$ cat src/rtl/wb_stage_if.sv
// ----------------------------------------------------------------------------
// wb_stage_if
// Handshake bundle between the execute stage (master) and the writeback
// stage (slave).
//   in_valid    execute -> wb   op present on wb_* this cycle
//   wb_result   execute -> wb   ALU result / load address
//   wb_alu2reg  execute -> wb   op writes wb_result to rd
//   wb_mem2reg  execute -> wb   op is a load
//   wb_dst_sel  execute -> wb   rd index
//   wb_raddr    execute -> wb   load byte offset
//   wb_aluop    execute -> wb   load funct3
//   stall       wb -> execute   hold outputs, in_valid not captured
// ----------------------------------------------------------------------------
interface wb_stage_if;
    logic        in_valid;
    logic [31:0] wb_result;
    logic        wb_alu2reg;
    logic        wb_mem2reg;
    logic [4:0]  wb_dst_sel;
    logic [1:0]  wb_raddr;
    logic [2:0]  wb_aluop;
    logic        stall;

    modport master (
        output in_valid, wb_result, wb_alu2reg, wb_mem2reg,
               wb_dst_sel, wb_raddr, wb_aluop,
        input  stall
    );

    modport slave (
        input  in_valid, wb_result, wb_alu2reg, wb_mem2reg,
               wb_dst_sel, wb_raddr, wb_aluop,
        output stall
    );
endinterface

$ cat src/rtl/wb_stage.sv
// ----------------------------------------------------------------------------
// wb_stage
// Writeback stage of the three-stage RV32I pipeline. Captures one op per
// cycle from execute, waits on dmem read data for loads, aligns and
// sign/zero-extends load data and writes the 32x32 register file. Serves
// the two decode read ports with a same-cycle write-through bypass.
//
// Ports
//   clk, resetb            clock, asynchronous active-low reset
//   bus (slave)            execute handshake bundle (in_valid, wb_*, stall)
//   dmem_rdata/rvalid      data memory read word and its valid
//   rs1_sel/rs2_sel        decode read port indices
//   rs1_data/rs2_data      decode read port data (combinational)
//   rd_we/rd_sel/rd_data   register write happening this cycle
//   load_fault             one-cycle pulse on misaligned/illegal load or timeout
//   rdcycle/rdinstret      performance counters
//
// Optional feature: define WB_PERF_COUNTERS_EN to build rdcycle/rdinstret;
// otherwise both read 0.
// ----------------------------------------------------------------------------
module wb_stage #(
    parameter int MEM_TIMEOUT = 16,
    parameter int XLEN        = 32
) (
    input  logic            clk,
    input  logic            resetb,
    wb_stage_if.slave       bus,
    input  logic [XLEN-1:0] dmem_rdata,
    input  logic            dmem_rvalid,
    input  logic [4:0]      rs1_sel,
    input  logic [4:0]      rs2_sel,
    output logic [XLEN-1:0] rs1_data,
    output logic [XLEN-1:0] rs2_data,
    output logic            rd_we,
    output logic [4:0]      rd_sel,
    output logic [XLEN-1:0] rd_data,
    output logic            load_fault,
    output logic [63:0]     rdcycle,
    output logic [63:0]     rdinstret
);

    localparam int CW = $clog2(MEM_TIMEOUT + 1);

    typedef enum logic [0:0] {
        IDLE     = 1'b0,
        WAIT_MEM = 1'b1
    } state_t;

    // Funct3 / offset combinations that cannot be serviced as a load.
    function automatic logic load_bad(input logic [2:0] f3, input logic [1:0] off);
        logic bad;
        case (f3)
            3'b000, 3'b100: bad = 1'b0;
            3'b001, 3'b101: bad = off[0];
            3'b010:         bad = (off != 2'b00);
            default:        bad = 1'b1;
        endcase
        return bad;
    endfunction

    // Select the addressed byte/half of the read word and extend it.
    function automatic logic [31:0] load_extend(input logic [31:0] rdata,
                                                input logic [1:0]  off,
                                                input logic [2:0]  f3);
        logic [31:0] shifted;
        logic [7:0]  b;
        logic [15:0] h;
        logic [31:0] res;
        shifted = rdata >> {off, 3'b000};
        b       = shifted[7:0];
        h       = off[1] ? rdata[31:16] : rdata[15:0];
        case (f3)
            3'b000:  res = {{24{b[7]}}, b};
            3'b001:  res = {{16{h[15]}}, h};
            3'b010:  res = rdata;
            3'b100:  res = {24'h000000, b};
            3'b101:  res = {16'h0000, h};
            default: res = 32'h0000_0000;
        endcase
        return res;
    endfunction

    state_t            state_r, state_next_s;
    logic [CW-1:0]     cnt_r;
    logic              valid_r;
    logic [XLEN-1:0]   result_r;
    logic              alu2reg_r;
    logic              mem2reg_r;
    logic [4:0]        dst_r;
    logic [1:0]        raddr_r;
    logic [2:0]        aluop_r;
    logic [XLEN-1:0]   regs_r [0:31];

    logic              bad_s;
    logic              timeout_s;
    logic              write_s;
    logic              fault_s;
    logic              stall_s;
    logic [XLEN-1:0]   ext_s;

    assign bad_s     = load_bad(aluop_r, raddr_r);
    assign timeout_s = (cnt_r == CW'(MEM_TIMEOUT - 1));
    assign ext_s     = load_extend(dmem_rdata, raddr_r, aluop_r);
    assign bus.stall = stall_s;

    // FSM state register and WAIT_MEM cycle counter.
    always_ff @(posedge clk or negedge resetb) begin
        if (!resetb) begin
            state_r <= IDLE;
            cnt_r   <= '0;
        end else begin
            state_r <= state_next_s;
            if ((state_r == WAIT_MEM) && (state_next_s == WAIT_MEM)) begin
                cnt_r <= cnt_r + {{(CW-1){1'b0}}, 1'b1};
            end else begin
                cnt_r <= '0;
            end
        end
    end

    // FSM next-state logic.
    always_comb begin
        state_next_s = state_r;
        case (state_r)
            IDLE: begin
                if (valid_r && mem2reg_r && !bad_s && !dmem_rvalid) begin
                    state_next_s = WAIT_MEM;
                end else begin
                    state_next_s = IDLE;
                end
            end
            WAIT_MEM: begin
                if (dmem_rvalid || timeout_s) begin
                    state_next_s = IDLE;
                end else begin
                    state_next_s = WAIT_MEM;
                end
            end
            default: state_next_s = IDLE;
        endcase
    end

    // FSM outputs: write/fault/stall decisions for the op held in the stage.
    // mem2reg takes priority over alu2reg when both are set.
    always_comb begin
        write_s = 1'b0;
        fault_s = 1'b0;
        stall_s = 1'b0;
        case (state_r)
            IDLE: begin
                if (valid_r && mem2reg_r) begin
                    if (bad_s) begin
                        fault_s = 1'b1;
                    end else if (dmem_rvalid) begin
                        write_s = 1'b1;
                    end else begin
                        stall_s = 1'b1;
                    end
                end else if (valid_r) begin
                    write_s = alu2reg_r;
                end else begin
                    write_s = 1'b0;
                end
            end
            WAIT_MEM: begin
                if (dmem_rvalid) begin
                    write_s = 1'b1;
                end else if (timeout_s) begin
                    fault_s = 1'b1;
                end else begin
                    stall_s = 1'b1;
                end
            end
            default: begin
                write_s = 1'b0;
            end
        endcase
    end

    // Write port; x0 is never written.
    always_comb begin
        rd_we      = write_s && (dst_r != 5'd0);
        load_fault = fault_s;
        if (rd_we) begin
            rd_sel  = dst_r;
            rd_data = mem2reg_r ? ext_s : result_r;
        end else begin
            rd_sel  = 5'd0;
            rd_data = '0;
        end
    end

    // Stage capture register; holds its contents while stalled.
    always_ff @(posedge clk or negedge resetb) begin
        if (!resetb) begin
            valid_r   <= 1'b0;
            result_r  <= '0;
            alu2reg_r <= 1'b0;
            mem2reg_r <= 1'b0;
            dst_r     <= 5'd0;
            raddr_r   <= 2'd0;
            aluop_r   <= 3'd0;
        end else if (!stall_s) begin
            valid_r <= bus.in_valid;
            if (bus.in_valid) begin
                result_r  <= bus.wb_result;
                alu2reg_r <= bus.wb_alu2reg;
                mem2reg_r <= bus.wb_mem2reg;
                dst_r     <= bus.wb_dst_sel;
                raddr_r   <= bus.wb_raddr;
                aluop_r   <= bus.wb_aluop;
            end
        end
    end

    // Register file.
    always_ff @(posedge clk or negedge resetb) begin
        if (!resetb) begin
            for (int i = 0; i < 32; i++) begin
                regs_r[i] <= '0;
            end
        end else if (rd_we) begin
            regs_r[rd_sel] <= rd_data;
        end
    end

    // Decode read ports with same-cycle bypass of the write in progress.
    always_comb begin
        if (rs1_sel == 5'd0) begin
            rs1_data = '0;
        end else if (rd_we && (rd_sel == rs1_sel)) begin
            rs1_data = rd_data;
        end else begin
            rs1_data = regs_r[rs1_sel];
        end
        if (rs2_sel == 5'd0) begin
            rs2_data = '0;
        end else if (rd_we && (rd_sel == rs2_sel)) begin
            rs2_data = rd_data;
        end else begin
            rs2_data = regs_r[rs2_sel];
        end
    end

`ifdef WB_PERF_COUNTERS_EN
    logic [63:0] rdcycle_r;
    logic [63:0] rdinstret_r;
    logic        retire_s;

    // An op leaves the stage whenever it is present and not stalled.
    assign retire_s  = !stall_s && (valid_r || (state_r == WAIT_MEM));
    assign rdcycle   = rdcycle_r;
    assign rdinstret = rdinstret_r;

    // Cycle and retired-op counters.
    always_ff @(posedge clk or negedge resetb) begin
        if (!resetb) begin
            rdcycle_r   <= 64'd0;
            rdinstret_r <= 64'd0;
        end else begin
            rdcycle_r <= rdcycle_r + 64'd1;
            if (retire_s) begin
                rdinstret_r <= rdinstret_r + 64'd1;
            end
        end
    end
`else
    assign rdcycle   = 64'd0;
    assign rdinstret = 64'd0;
`endif

endmodule

$ cat src/flat_wrapper.sv
// flat-port wrapper written by rule: the top's interface ports become plain ports
module wb_stage_flat 
#(
    parameter int MEM_TIMEOUT = 16,
    parameter int XLEN        = 32
)
  (clk, resetb, dmem_rdata, dmem_rvalid, rs1_sel, rs2_sel, rs1_data, rs2_data, rd_we, rd_sel, rd_data, load_fault, rdcycle, rdinstret, bus_in_valid, bus_wb_result, bus_wb_alu2reg, bus_wb_mem2reg, bus_wb_dst_sel, bus_wb_raddr, bus_wb_aluop, bus_stall);
  wb_stage_if bus_i ();
  input  logic clk;
  input  logic resetb;
  input  logic [XLEN-1:0] dmem_rdata;
  input  logic dmem_rvalid;
  input  logic [4:0] rs1_sel;
  input  logic [4:0] rs2_sel;
  output logic [XLEN-1:0] rs1_data;
  output logic [XLEN-1:0] rs2_data;
  output logic rd_we;
  output logic [4:0] rd_sel;
  output logic [XLEN-1:0] rd_data;
  output logic load_fault;
  output logic [63:0] rdcycle;
  output logic [63:0] rdinstret;
  input wire logic [$bits(bus_i.in_valid)-1:0] bus_in_valid;
  input wire logic [$bits(bus_i.wb_result)-1:0] bus_wb_result;
  input wire logic [$bits(bus_i.wb_alu2reg)-1:0] bus_wb_alu2reg;
  input wire logic [$bits(bus_i.wb_mem2reg)-1:0] bus_wb_mem2reg;
  input wire logic [$bits(bus_i.wb_dst_sel)-1:0] bus_wb_dst_sel;
  input wire logic [$bits(bus_i.wb_raddr)-1:0] bus_wb_raddr;
  input wire logic [$bits(bus_i.wb_aluop)-1:0] bus_wb_aluop;
  output wire logic [$bits(bus_i.stall)-1:0] bus_stall;
  assign bus_i.in_valid = bus_in_valid;
  assign bus_i.wb_result = bus_wb_result;
  assign bus_i.wb_alu2reg = bus_wb_alu2reg;
  assign bus_i.wb_mem2reg = bus_wb_mem2reg;
  assign bus_i.wb_dst_sel = bus_wb_dst_sel;
  assign bus_i.wb_raddr = bus_wb_raddr;
  assign bus_i.wb_aluop = bus_wb_aluop;
  assign bus_stall = bus_i.stall;
  wb_stage #(.MEM_TIMEOUT(MEM_TIMEOUT), .XLEN(XLEN)) u_core (.clk(clk), .resetb(resetb), .bus(bus_i), .dmem_rdata(dmem_rdata), .dmem_rvalid(dmem_rvalid), .rs1_sel(rs1_sel), .rs2_sel(rs2_sel), .rs1_data(rs1_data), .rs2_data(rs2_data), .rd_we(rd_we), .rd_sel(rd_sel), .rd_data(rd_data), .load_fault(load_fault), .rdcycle(rdcycle), .rdinstret(rdinstret));
endmodule
$ cat config.mk
export PLATFORM = sky130hd
export DESIGN_NAME = wb_stage_flat
export DESIGN_NICKNAME = d
export VERILOG_FILES = /design/src/rtl/wb_stage_if.sv /design/src/rtl/wb_stage.sv /design/src/flat_wrapper.sv
export SDC_FILE = /design/constraint.sdc
export NUM_CORES = 2
export LEC_CHECK = 0
export ABC_AREA = 1
export ABC_CLOCK_PERIOD_IN_PS = 6700
export BUFFER_PORTS_ARGS = -buffer_cell sky130_fd_sc_hd__buf_2
export CORE_UTILIZATION = 55
export CTS_BUF_LIST = sky130_fd_sc_hd__clkbuf_4 sky130_fd_sc_hd__clkbuf_8
export CTS_CLUSTER_DIAMETER = 200
export CTS_CLUSTER_SIZE = 30
export DETAILED_ROUTE_END_ITERATION = 10
export PLACE_DENSITY = 0.73
export SLEW_MARGIN = 20
export SYNTH_ARGS = -nofsm -noshare
export SYNTH_HDL_FRONTEND = slang
export SYNTH_SLANG_ARGS = --single-unit
$ cat constraint.sdc
create_clock -name clk -period 6.7 [get_ports clk]
set_clock_uncertainty 0.1 [all_clocks]
set_input_delay 1.005 -clock clk [delete_from_list [all_inputs] [get_ports clk]]
set_output_delay 1.005 -clock clk [all_outputs]
set_load 0.01 [all_outputs]
* Word-level counts from Yosys, hierarchy flattened *
Cells that the tools add are included.

storage, ports and cells
  flip-flop bits (word level) = 1,075
  output and inout bits = 232
  bits of input ports = 90
  logic and storage cells = 117

operators by class
  shift-type cells = 1
  $lt $le $gt $ge = 4
  bitwise gates (word level) = 5
  equality and inequality tests = 7
  add/sub/neg operators = 1
  reduce and logical (&&, ||, !) cells = 19
  multiplexer cells = 39

operators by type and width
  cell                                                        count
  bitwise mux 1024 bit                                        1
  two-way mux 32 bit                                          11
  binary-select mux 32 bit (select 5 bit)                     2
  demux 32 bit (select 5 bit)                                 1
  one-hot mux 32 bit (5 select lines)                         1
  >> shifter 32 x 5 -> 8 bit                                  1
  greater-or-equal comparator 6 bit, second input constant    3
  inverter 5 -> 6 bit                                         3
  two-way mux 16 bit                                          1
  two-way mux 1 bit                                           15
  == test 5 bit                                               2
  logical NOT 5 bit                                           2
  two-way mux 5 bit                                           2
  logical AND 1 bit                                           8
  one-hot mux 1 bit (2 select lines)                          4
  == test 3 bit, second input constant                        2
  less-than comparator 6 x 1 -> 1 bit, second input constant  1
  adder 5 x 1 -> 5 bit, second input constant                 1
  == test 5 x 4 -> 1 bit, second input constant               1
  nonzero test 5 bit                                          1
  OR reduction 2 bit                                          2
  == test 3 x 1 -> 1 bit, second input constant               1
  == test 3 x 2 -> 1 bit, second input constant               1
  logical NOT 3 bit                                           1
  6 further kinds                                             8

* Longest topological paths before layout *
  depth in word-level cells = 14
  gate-level depth with buffers = 16

* Least setup slack after synthesis *
OpenSTA, ideal clock, no wires.

  path kind = input to output
  start point = input port rs1_sel[1]
  end point = output port rs1_data[22]
  path buffers = 3
  arrival = 2.637 ns
  stages = 13
  slack = 2.958 ns
  cell sequence = buf_2 inv_1 clkbuf_1 clkbuf_1 a21oi_1 o21ai_0 nand3_1 nand3_1 a21oi_1 or2_2 nand2_1 inv_1 nor2_1

on the way
  word-level cells in the longest chain between the ends = 6

RTL lines
  what                                                   RTL line            text
  from (decl)                                            flat_wrapper.sv:13  input logic [4:0] rs1_sel;
  inverter 5 -> 6 bit (not written as such)              wb_stage.sv:234     rs1_data = regs_r[rs1_sel];
  binary-select mux 32 bit (select 5 bit)                wb_stage.sv:234
  two-way mux 32 bit (not written as such) (2 in a row)  wb_stage.sv:234
  two-way mux 32 bit                                     wb_stage.sv:231     end else if (rd_we && (rd_sel == rs1_sel)) begin
  two-way mux 32 bit *                                   wb_stage.sv:229     if (rs1_sel == 5'd0) begin
  to (decl)                                              flat_wrapper.sv:15  output logic [XLEN-1:0] rs1_data;

Mark *: on every way between the ends. The rest lies on a longest branch, timed or not. The select of a mux whose other input is x is not followed.

* Final worst setup path *
  start point = register u_core.mem2reg_r
  end point = output port rs2_data[29]

on the way
  word-level cells in the longest chain between the ends = 9

RTL lines
  what                                RTL line            text
  from (decl)                         wb_stage.sv:88      logic mem2reg_r;
  from (signal assigned)              wb_stage.sv:208     mem2reg_r <= bus.wb_mem2reg;
  logical AND 1 bit                   wb_stage.sv:151     if (valid_r && mem2reg_r) begin
  two-way mux 1 bit                   wb_stage.sv:151
  one-hot mux 1 bit (2 select lines)  wb_stage.sv:149     case (state_r)
  logical AND 1 bit                   wb_stage.sv:182     rd_we = write_s && (dst_r != 5'd0);
  two-way mux 5 bit                   wb_stage.sv:184     if (rd_we) begin
  == test 5 bit                       wb_stage.sv:238     end else if (rd_we && (rd_sel == rs2_sel)) begin
  logical AND 1 bit                   wb_stage.sv:238
  two-way mux 32 bit *                wb_stage.sv:238
  two-way mux 32 bit *                wb_stage.sv:236     if (rs2_sel == 5'd0) begin
  to (decl)                           flat_wrapper.sv:16  output logic [XLEN-1:0] rs2_data;

Mark *: on every way between the ends. The rest lies on a longest branch, timed or not.

==> impl_metrics.toml <==
[synth]
synth-seq-cells = 1075
synthDistinctLibCells = 45
yosys.area.top_type = "dfrtp_1"
synth-async-reset-ratio_pct = 100.0
synth.most_common_cell = "nand2_1"
yosysWarnings = 0
synthTopCellsByCount = "2477 x nand2_1, 1218 x o21ai_0, 1075 x dfrtp_1"
syn-mean-instance-area_sq_um = 7.112
synthesis.area_sq_um = 61350
ys_seq_area_share_pct = 43.85
ys.flop_type = "dfrtp_1"
synth_edf_count = 0
synth.area.top_cells = "dfrtp_1 44%, nand2_1 15%, o21ai_0 9.9%"
netlist_instances = 8626
yosysTopAreaCellShare_pct = 43.85

[route]
wl_per_cell_microns = 24.93
drtAntennaViolNets = 0
drt_iter0_drc = 10450
via_per_inst = 6.406
via_count = 62090
dr.pass1.iters = 9
drc = 0
wirelength_mm = 241.6

[setup_path]
crit_required_ns = 5.59
crit_arrival_ns = 5.10
worstSetupPathType = "flip-flop to primary output"
critical_path.max_fanout = 25
start_kind = "flip-flop"
cp-end-kind = "primary output"

[cts]
clkSinkCount = 1075
root_buffer = "clkbuf_8"
cts_made_buffers = 41
cts_max_level = 2
cts_post_setup_buffers_inserted = 0
cts_buffer_depth = 3
clk_pin_slew_ns = 0.18
cts_tree = "yes"
holdBufCountCts = 0
cts.repair.resized = 0
clk_latency_ns = 0.83

[job]
max-cap-violations = 0

[global_routing]
grt_pass1_vias = 55970
busiest_layer = "met2"
grt_pass1_wl_mm = 358.5
met1_usage_pct = 54.60
grt_util_met3_pct = 13.73
grt_usage_pct = 42.13
antenna_found_initial = 16
grt_overflow = 0
grt_max_degree = 173
use_met2_pct = 59.81

[place]
portBuffers = 193
dp_slack_ns = 1.429
gp_congestion = 0.9725
place_area_sq_um = 62070
dp_hpwl_mm = 141.6

[final_layout]
syn_to_final_growth_pct = 2.182
multiInputGateArea_sq_um = 29420
stdcell_area_sq_um = 62690
nFillCells = 10510
layout-drive-gt1-share_pct = 6.632
fin_nets = 8293
seqCellArea_sq_um = 26900

[hold_path]
min_path_type = "input pin to asynchronous set/reset pin"

[power_and_ir_drop]
p_leak_nw = 27.50
power_mw = 15.44
ir_drop_v = 0.0001682
cellPowerDensity_nw_per_um2 = 246.4

[timing]
period_needed_ns = 6.204
rsz0062_at_grt = "false"
fmax_mhz = 161.2
slew_viol_final = 0
finalSetupViolCount = 0
worst_slew_margin_rel_pct = 17.89
fin_ws_ns = 0.4965
max_slew.worst_pin.slew_ns = 1.232
min_period_over_period_pct = 92.59
finalSetupTns_ns = 0
hold_viol_final = 0

[floorplan]
start_util_pct = 55.43
rows = 122
die_h_microns = 336.0
design.core.area_sq_um = 110700
pin_count = 322
die_area_sq_um = 112900
dieWidth_microns = 336.0

[outcome]
status = "finished clean"
## power breakdown
part | switching (mW) | leakage [nW] | internal, mW
clock | 2.05 | 0.309 | 0.585
combinational | 3.43 | 12.6 | 1.31
sequential | 0.623 | 14.6 | 7.44
total | 6.11 | 27.5 | 9.34
## logic make-up after synthesis
group / after synthesis / share of synthesized area (%)
simple gates: 3878 / 26.44
compound gates: 2340 / 19.96
buf+inv: 1296 / 9.084
flops: 1075 / 43.85
mux: 32 / 0.5874
fa+ha+maj: 2 / 0.04078
xor+xnor: 2 / 0.02856
other cells: 1 / 0.006113
## routing by layer
metal	routed length (microns)	part of all wire, %	up-vias
met4	19130	7.9	24
met5	158	0.065	-
li1	-	-	27410
met2	98550	41	4661
met3	36640	15	985
met1	87140	36	29010
## path summary, 6_finish.rpt
kind / from / endpoint / slack [ns] / depth (start not counted)
worst max-delay path: u_core.mem2reg_r$_DFFE_PN0P_ / rs2_data[29] / 0.50 / 12
worst min-delay path: resetb / u_core.result_r[1]$_DFFE_PN0P_ / 0.05 / 1
worst max register to register: u_core.mem2reg_r$_DFFE_PN0P_ / u_core.regs_r[858]$_DFFE_PN0P_ / 2.28 / 11
worst min register to register: u_core.regs_r[1006]$_DFFE_PN0P_ / u_core.regs_r[1006]$_DFFE_PN0P_ / 0.30 / 0
max in group asynchronous: resetb / u_core.regs_r[782]$_DFFE_PN0P_ / 4.84 / 2
min in group clk: bus_wb_result[6] / u_core.result_r[6]$_DFFE_PN0P_ / 0.29 / 2
## final cells by class
| class | instances | area share (%) |
|---|---|---|
| antenna | 2 | 0.007984 |
| timing repair buffer | 337 | 3.964 |
| inverter | 364 | 2.238 |
| sequential | 1075 | 42.91 |
| clock inverter | 2 | 0.02395 |
| tap | 1488 | 2.970 |
| multi-input combinational | 6382 | 46.94 |
| clock buffer | 43 | 0.9441 |
## per-stage QoR
step           util [%]  std cells  hold slack [ns]
2_1_floorplan         -       8753           0.3290
3_3_place_gp      56.09       9646           0.2646
3_5_place_dp      56.09       9646           0.2656
4_1_cts           56.64       9691           0.1063
5_1_grt           56.64       9692          0.09305
6_report          56.64       9693          0.04510
## registers in the layout (all words and copies together) (netlist names)
| name | flops |
|---|---|
| u_core.alu2reg_r | 1 |
| u_core.aluop_r | 3 |
| u_core.cnt_r | 5 |
| u_core.dst_r | 5 |
| u_core.mem2reg_r | 1 |
| u_core.raddr_r | 2 |
| u_core.regs_r | 1024 |
| u_core.result_r | 32 |
| u_core.state_r | 1 |
| u_core.valid_r | 1 |
## critical path, cell delays in order, from the launching register on
cell and delay (ns):
dfrtp_1 0.84, inv_2 0.41, nor2_1 0.36, nand2_4 0.22, nand4_4 0.22, nand2_1 0.07
nand2_1 0.13, nand3_2 0.69, buf_4 0.49, nand2_1 0.08, inv_1 0.07, nor2_1 0.44
buf_2 0.23
## cells in the final DEF, fill, tap and decap left out, types with 10 or more instances in the layout
cell	netlist	routed
a21oi_1	599	598
conb_1	1	128
clkbuf_8	0	43
and2_1	10	10
or2_2	50	50
mux2_2	32	32
buf_12	0	29
inv_2	13	11
nand2_2	20	21
o211ai_1	59	59
nand2_4	12	13
o21ai_1	204	205
buf_4	133	117
nor2_1	387	386
o21ai_0	1218	1217
dfrtp_1	1075	1075
a22oi_1	14	14
a31oi_1	217	217
nand3_1	860	857
nand4_1	36	36
nand2_1	2477	2475
buf_2	155	184
inv_1	348	344
Power figures use the tool's default switching activity.
